[config.mk]
export PLATFORM = sky130hd
export DESIGN_NAME = pipe_reg
export DESIGN_NICKNAME = d
export VERILOG_FILES = /design/src/rtl/pipe_reg_pkg.sv /design/src/rtl/pipe_stage.sv /design/src/rtl/pipe_reg.sv
export SDC_FILE = /design/constraint.sdc
export NUM_CORES = 1
export LEC_CHECK = 0
export CORE_UTILIZATION = 50
export DETAILED_ROUTE_END_ITERATION = 8
export GPL_TIMING_DRIVEN = 0
export MAX_ROUTING_LAYER = met4
export PLACE_DENSITY = 0.81
export SETUP_SLACK_MARGIN = 0.4
export SLEW_MARGIN = 20
export SYNTH_ARGS = -nofsm -noshare
export SYNTH_HDL_FRONTEND = slang
export SYNTH_SLANG_ARGS = --single-unit
[constraint.sdc]
create_clock -name clk -period 5.1 [get_ports clk]
set_input_delay 1.53 -clock clk [delete_from_list [all_inputs] [get_ports clk]]
set_output_delay 1.53 -clock clk [all_outputs]
set_load 0.005 [all_outputs]
[src/rtl/pipe_reg_pkg.sv]
// Shared defaults and helpers for the pipe_reg register pipeline.
package pipe_reg_pkg;

    localparam int N_DEF     = 8;
    localparam int DEPTH_DEF = 4;

    // Width needed to hold any valid-stage count from 0 to depth inclusive.
    function automatic int cnt_w(input int depth);
        return $clog2(depth + 1);
    endfunction

endpackage

[src/rtl/pipe_stage.sv]
// One pipeline stage: a W-bit data register plus its valid bit.
// Flush clears only the valid bit; the data still follows en.
module pipe_stage #(
    parameter int W = 8
) (
    input  logic         clk,
    input  logic         rst,
    input  logic         flush,
    input  logic         en,
    input  logic [W-1:0] d_i,
    input  logic         v_i,
    output logic [W-1:0] d_o,
    output logic         v_o
);

    logic [W-1:0] data_q;
    logic         vld_q;

    always_ff @(posedge clk) begin
        if (rst) begin
            data_q <= '0;
            vld_q  <= 1'b0;
        end else begin
            if (en) begin
                data_q <= d_i;
            end
            if (flush) begin
                vld_q <= 1'b0;
            end else if (en) begin
                vld_q <= v_i;
            end
        end
    end

    assign d_o = data_q;
    assign v_o = vld_q;

endmodule

[src/rtl/pipe_reg.sv]
// DEPTH-stage valid-tagged register pipeline with stall, flush and an occupancy count.
// Define PIPE_REG_QN_EN to add the complemented output qn.
module pipe_reg
    import pipe_reg_pkg::*;
#(
    parameter int N     = N_DEF,
    parameter int DEPTH = DEPTH_DEF
) (
    input  logic                       clk,
    input  logic                       rst,
    input  logic                       en,
    input  logic                       flush,
    input  logic [N-1:0]               d,
    input  logic                       d_valid,
    output logic [N-1:0]               q,
    output logic                       q_valid,
    output logic [cnt_w(DEPTH)-1:0]    count
`ifdef PIPE_REG_QN_EN
    ,
    output logic [N-1:0]               qn
`endif
);

    localparam int CW = cnt_w(DEPTH);

    logic [N-1:0]  data_q [DEPTH];
    logic          vld_q  [DEPTH];
    logic [CW-1:0] count_q;
    logic [CW-1:0] count_d;

    for (genvar i = 0; i < DEPTH; i++) begin : g_stage
        if (i == 0) begin : g_head
            pipe_stage #(.W(N)) u_stage (
                .clk   (clk),
                .rst   (rst),
                .flush (flush),
                .en    (en),
                .d_i   (d),
                .v_i   (d_valid),
                .d_o   (data_q[i]),
                .v_o   (vld_q[i])
            );
        end else begin : g_body
            pipe_stage #(.W(N)) u_stage (
                .clk   (clk),
                .rst   (rst),
                .flush (flush),
                .en    (en),
                .d_i   (data_q[i-1]),
                .v_i   (vld_q[i-1]),
                .d_o   (data_q[i]),
                .v_o   (vld_q[i])
            );
        end
    end

    // Tracked incrementally rather than by popcount: one item in, one item out per advance.
    always_comb begin
        count_d = count_q;
        if (flush) begin
            count_d = '0;
        end else if (en) begin
            count_d = count_q + CW'(d_valid) - CW'(vld_q[DEPTH-1]);
        end
    end

    always_ff @(posedge clk) begin
        if (rst) begin
            count_q <= '0;
        end else begin
            count_q <= count_d;
        end
    end

    assign q       = data_q[DEPTH-1];
    assign q_valid = vld_q[DEPTH-1];
    assign count   = count_q;

`ifdef PIPE_REG_QN_EN
    assign qn = ~q;
`endif

endmodule

-- Word-level counts from Yosys, hierarchy flattened
Cells that the tools add are included.
- register bits: 39
- logic and storage cells: 12
- output and inout bits: 12
- input port bits: 13
- reduce and logical (&&, ||, !) cells: 1
- add/subtract/negate cells: 2
- operator list (operator ; number):
    adder 3 x 1 -> 3 bit ; 1
    subtractor 3 x 1 -> 3 bit ; 1
    OR reduction 2 bit ; 1

-- Longest topological paths before layout
Gate-level depths: netlist (run 1).
- word-level depth: 2
- mapped depth: 9
- depth with buffers taken out: 9

-- Cells and area by module
From an unflattened synthesis (run 1), not the netlist that was laid out.
- cell total of the unflattened synthesis: 134
- area total of the unflattened synthesis: 1486.4 sq um
- by module, submodules not included (module ; area each (sq um) ; cells an instance ; seq. area each (sq um) ; instances):
    pipe_stage ; 325.3 ; 29 ; 180.2 ; 4
    pipe_reg ; 185.2 ; 18 ; 60.1 ; 1

-- Worst setup path before layout (run 1)
Ideal clock, no wire load.
- path kind: input -> register
- from: in d_valid
- to: reg count_q[2], in the netlist count[2]
- slack: 2.476 ns
- required time: 4.984 ns
- library setup time: 0.116 ns
- arrival time: 2.509 ns
- stages: 6
- buffers on the path: 0
- cell sequence: ha_1 > inv_1 > fa_1 > xor2_1 > a211oi_2 > a31o_1
- longest elaborated chain between the ends: 2
- RTL lines (item ; RTL line ; source):
    from (decl) ; pipe_reg.sv:14 ; input logic d_valid,
    adder 3 x 1 -> 3 bit ; pipe_reg.sv:63 ; count_d = count_q + CW'(d_valid) - CW'(vld_q[DEPTH-1]);
    subtractor 3 x 1 -> 3 bit ; pipe_reg.sv:63 ;
    to (signal assigned) ; pipe_reg.sv:71 ; count_q <= count_d;
    to (decl) ; pipe_reg.sv:28 ; logic [CW-1:0] count_q;
No other way between the ends.
A chain may end at the register's enable or synchronous reset.

-- Final worst setup path (run 1)
Same ends and word-level chain as after synthesis.

==> results of run 1 <==
-- metal layers --
metal / share of wire [%] / global-route usage (%) / vias to the layer above
met5: 0 / - / -
met4: 1.8 / 7.32 / 0
met3: 5.0 / 6.80 / 5
met2: 51 / 32.4 / 19
met1: 42 / 18.7 / 479
li1: - / - / 525
-- worst reg2reg max path, delay by kind of cell, from the launching register on --
| family | cells | cell delay [ns] |
|---|---|---|
| compound gates | 2 | 0.29 |
| fa+ha+maj | 3 | 0.78 |
| buf+inv | 3 | 0.17 |
| xor+xnor | 1 | 0.22 |
| flops | 1 | 0.38 |
-- logic make-up after synthesis --
group	Yosys count	synth area share (%)
simple gates	40	9.98
flops	39	51.0
mux	37	24.2
buf+inv	22	9.40
compound gates	3	1.88
fa+ha+maj	3	2.94
xor+xnor	1	0.572
-- layout by cell type (no fill, tap or decap) --
cell / count
dfxtp_1: 39
xor2_1: 1
fa_1: 1
buf_2: 1
clkinv_2: 1
nor2_1: 39
clkbuf_4: 5
a211oi_1: 1
buf_4: 12
clkdlybuf4s50_1: 22
ha_1: 2
or2_1: 1
buf_6: 2
inv_1: 4
clkbuf_1: 5
mux2i_1: 37
a31o_1: 1
a211oi_2: 1
-- where the power goes --
part           leakage (nW)  internal (mW)  switching, mW
logic                 0.487         0.0263         0.0224
clock network        0.0293         0.0537         0.0931
registers             0.317          0.313        0.00476
-- per-stage QoR --
step	utilization (%)	total power [mW]	setup WS (ns)	area, µm²
4_1_cts	65.0	0.519	2.22	1840
3_5_place_dp	63.2	0.374	1.85	1790
2_1_floorplan	-	0.356	2.48	1530
5_1_grt	65.0	0.535	2.13	1840
3_3_place_gp	63.2	0.371	1.92	1790
6_report	65.0	0.513	2.22	1840
-- registers in the layout, indices dropped and copies added, names as in the netlist --
register,cells
count,3
g_stage.g_body.u_stage.d_o,24
g_stage.g_body.u_stage.v_o,3
g_stage.g_head.u_stage.d_o,8
g_stage.g_head.u_stage.v_o,1
-- path summary, 6_finish.rpt --
check,endpoint,cells past startpoint
setup / recovery,count[2]$_SDFFE_PP0P_,7
hold / removal,g_stage[0].g_head.u_stage.d_o[0]$_SDFFE_PP0P_,2
setup reg to reg,count[2]$_SDFFE_PP0P_,9
hold reg to reg,g_stage[0].g_head.u_stage.d_o[0]$_SDFFE_PP0P_,2
-- layout make-up --
type                       instances  area, µm²
fill                             235        990
sequential                        39        781
multi-input combinational         84        606
timing repair buffer              22        220
buffer                            18        129
clock buffer                       7       45.0
tap                               31       38.8
inverter                           4       15.0
clock inverter                     1       5.00
==> reports/metrics.yaml, run 1 <==
outcome: "finished, violations left"
failed_checks: "DRC"
root_buffer: "clkbuf_4"
slew_headroom_pct: 68.6
htreeDepth: 2
insertion_delay_ns: 0.35
fp.dieArea_um2: 3290
synth_cells: 145
critical_path.max_fanout: 2
r2r_setup_slack_ns: 3.17
ioPinCount: 25
avgSynthCellArea_um2: 10.6
postCtsSetupBuffers: 0
synth_ff_type: "dfxtp_1"
rr_startpoint: "count[0]$_SDFFE_PP0P_"
grt_pass1_wl_um: 4320
timing_worst_setup_path_type: "in -> reg"
antenna_cells: 0
io_buffers: 22
drtIter0Drc: 26
p_per_area_nw_per_um2: 279
ys_async_sr_fraction_pct: 0
routed_wirelength_um: 2600
instances_no_fill: 206
grt_max_degree: 12
yosys-top-cells-count: "dfxtp_1, nor2_1, mux2i_1"
grt_pass1_vias: 1030
die_h_um: 57.3
clock_sinks: 39
finalHoldViolCount: 0
postRouteAntennaNets: 0
synth_edf_count: 0
cap_violations: 0
cp.required_ns: 5.35
cts.path.max_buffers: 2
groute.usage.overall_pct: 18.5
first_pass_iters: 6
ys_warn_count: 0
via_per_inst: 4.99
clock-skew-final_ns: 0.00342
cts-hold-fix-buffers: 0
ys_types: 15
synth_area_leaders: "dfxtp_1, mux2i_1, nor2_1"
cts_tree: "yes"
setup_tns_ns: 0
synth_seq_cells: 39
fin_crit_ns: 2.88
worst_slew_pin_slew_ns: 0.471
clkTransAtPathRegs_ns: 0.11
vias: 1028
crit_slowest_cell: "clkdlybuf4s50_1"
postCtsResizedCells: 0
cts_buffers: 5
die_w_um: 57.3
overflow: 0
drc: 2
setup_viol: 0
yosysTopAreaCell: "dfxtp_1"
core_um2: 2830
rsz0062_at_grt: "false"
period_share_pct: 56.4
start_util_pct: 54.1
p_leak_nw: 0.834
drive_gt1_share_pct: 12.6
max_freq_mhz: 348
netlist_area_um2: 1530
gp_congestion: 0.698
crit_path_end_kind: "flip-flop"
maxSlewViolCount: 0
ir_worst_vdd_uv: 248
synth_fp_nets: 161
yosysSeqAreaShare_pct: 51.0
start_kind: "input port"
critPathArrivalTime_ns: 3.13
path_delay_family: "buffers and inverters"
areaGrowthSynthToFinish_pct: 20.2
wl_per_cell_um: 12.6
min-delay-path-class: "reg -> reg"
hpwl_um: 1860
fin_hold_ws_ns: 0.504
rows: 19
crit_chain: "clkdlybuf4s50_1 -> ha_1 -> inv_1 -> fa_1 -> xor2_1 -> a211oi_2 -> a31o_1"
placed_cells_incl_taps: 198
min-delay-start: "g_stage[0].g_head.u_stage.d_o[0]$_SDFFE_PP0P_"
antenna_found_initial: 0
fin_nets: 190
slowest_delay_ns: 0.50
synth.top_cell.area_share_pct: 51.0
crit_path_start: "d_valid"
cp.buffers_inverters: 2
(Power assumes the default switching activity.)
==> inputs of run 2 (changes only) <==
- CORE_UTILIZATION: 50 -> 46
- PLACE_DENSITY: 0.81 -> 0.79
- clock period: 5.1 -> 2.4 ns (I/O delays scaled with it)
==> run 2 against run 1 <==
The flow now finishes without violations. Cell area increased by 3.6%. Routed wire length increased by 1.4%. Via count about the same. Critical path depth unchanged. Die area increased by 8.4%. Critical endpoint unchanged. Count of clock-buffer cells in the layout unchanged. Global-route usage decreased by 1.1 points. Clock power increased by 110%. Sequential power increased by 110%. Combinational power increased by 110%. Non-clock buffer count increased by 1. First-iteration DRC count decreased by 15%.
==> reports/metrics.yaml, run 2 (synthesis results as in run 1) <==
outcome: "completed"
pwr-share-clk_pct: 28.6
fin_ws_ns: 0.441
htreeDepth: 2
fin_nets: 191
clkTransAtPathRegs_ns: 0.11
maxSlewViolCount: 0
crit_chain: "clkdlybuf4s50_1 -> ha_1 -> inv_1 -> fa_2 -> xor2_2 -> a211oi_2 -> a31o_1"
antenna_found_initial: 0
hpwl_um: 1930
grt_max_degree: 12
core_um2: 3100
grt_pass1_vias: 1032
start_kind: "input port"
drtIter0Drc: 22
cts_tree: "yes"
overflow: 0
final_common_cell: "nor2_1"
die_w_um: 59.7
comb_power_share_pct: 9.5
die_h_um: 59.7
fill_cells: 288
via_per_inst: 4.68
total_power_mw: 1.09
rsz0062_at_grt: "false"
largest_reg_flops: 24
power.switching_mw: 0.255
areaGrowthSynthToFinish_pct: 24.5
drive_gt1_share_pct: 20.5
cts-hold-fix-buffers: 0
path_delay_family: "buffers and inverters"
worst_slew_pin_slew_ns: 0.462
fin_hold_ws_ns: 0.495
antenna_cells: 0
gp_congestion: 0.762
min-delay-path-class: "reg -> reg"
postRouteAntennaNets: 0
fp.dieArea_um2: 3560
grt_pass1_wl_um: 4310
routed_wirelength_um: 2630
slowest_delay_ns: 0.49
period_share_pct: 81.6
cp.buffers_inverters: 2
clock-skew-final_ns: 0.0152
groute.usage.overall_pct: 17.4
max_freq_mhz: 510
final_cell_mix: "nor2_1, mux2i_1, dfxtp_1"
setup_viol: 0
p_leak_nw: 0.979
root_buffer: "clkbuf_4"
crit_slowest_cell: "clkdlybuf4s50_1"
cap_violations: 0
switching_share_pct: 23.4
crit_path_end_kind: "flip-flop"
ioPinCount: 25
insertion_delay_ns: 0.34
power_frac_seq_pct: 61.9
io_buffers: 22
critPathArrivalTime_ns: 2.24
dp_slack_ns: -0.00187
vias: 1029
slew_headroom_pct: 69.2
cts.path.max_buffers: 2
cts_buffers: 5
critical_path.max_fanout: 2
p_int_mw: 0.835
timing_worst_setup_path_type: "in -> reg"
start_util_pct: 49.3
drc: 0
cp.required_ns: 2.68
p_per_area_nw_per_um2: 572
rows: 20
fin_util_pct: 61.4
fin_crit_ns: 1.96
first_pass_iters: 4
ir_worst_vdd_uv: 377
wl_per_cell_um: 12.0
clock_sinks: 39
finalHoldViolCount: 0
-- run 2: cell count changes in the layout (fill, tap and decap cells not counted), moves of 7 or more --
cell,before,now
dfxtp_2,0,10
dfxtp_1,39,28
dlymetal6s2s_1,0,7
clkdlybuf4s50_1,22,14
-- run 2: area by class of cell --
class	instances	area, µm²	share of cell area (%)
flip-flops and latches	39	797	41.8
inverters	4	15.0	0.788
clock buffers	7	45.0	2.36
multi-input cells	84	616	32.3
repair buffers	23	244	12.8
well taps	44	55.1	2.89
clock inverters	1	5.00	0.263
plain buffers	18	129	6.76
-- run 2: what timing repair did --
item | 4_1_cts | 5_1_grt
pin swaps | 0 | 0
gates resized for setup | 8 | 14
buffers inserted | 0 | 1
hold endpoints to repair | 0 | 0
cloned | 0 | 0
setup endpoints to repair | 7 | 11
-- run 2: worst paths after layout --
path,endpoint,cells after the start,slack (ns),startpoint
min,g_stage[3].g_body.u_stage.d_o[1]$_SDFFE_PP0P_,2,0.50,g_stage[3].g_body.u_stage.d_o[1]$_SDFFE_PP0P_
max,count[2]$_SDFFE_PP0P_,7,0.44,d_valid
max reg2reg,count[2]$_SDFFE_PP0P_,9,0.59,count[0]$_SDFFE_PP0P_
min reg2reg,g_stage[3].g_body.u_stage.d_o[1]$_SDFFE_PP0P_,2,0.50,g_stage[3].g_body.u_stage.d_o[1]$_SDFFE_PP0P_
-- run 2: worst min-delay path, cell delays in order, from the launching register on --
cell and delay [ns]:
dfxtp_2 0.34, mux2i_1 0.06, nor2_1 0.07
-- run 2: power groups by stage --
stage / Clock (mW) / Sequential [mW] / Combinational, mW
3_5_place_dp: 0 / 0.690 / 0.104
6_report: 0.312 / 0.675 / 0.103
5_1_grt: 0.353 / 0.677 / 0.112
4_1_cts: 0.326 / 0.676 / 0.105
3_3_place_gp: 0 / 0.689 / 0.100
2_1_floorplan: 0 / 0.687 / 0.0688
-- run 2: stage by stage --
step | cells | setup TNS (ns) | area [µm²]
after floorplan | 145 | 0 | 1530
after global placement | 211 | 0 | 1810
after detailed placement | 211 | -0.00187 | 1810
after CTS | 219 | 0 | 1870
after global routing | 220 | 0 | 1910
final | 220 | 0 | 1910
-- run 2: routing by layer --
| layer | up-vias | track usage [%] | part of all wire (%) |
|---|---|---|---|
| met2 | 20 | 29.8 | 52 |
| met1 | 481 | 18.4 | 42 |
| met3 | 6 | 4.55 | 3.7 |
| li1 | 522 | - | - |
| met4 | 0 | 8.97 | 1.7 |
| met5 | - | - | 0 |
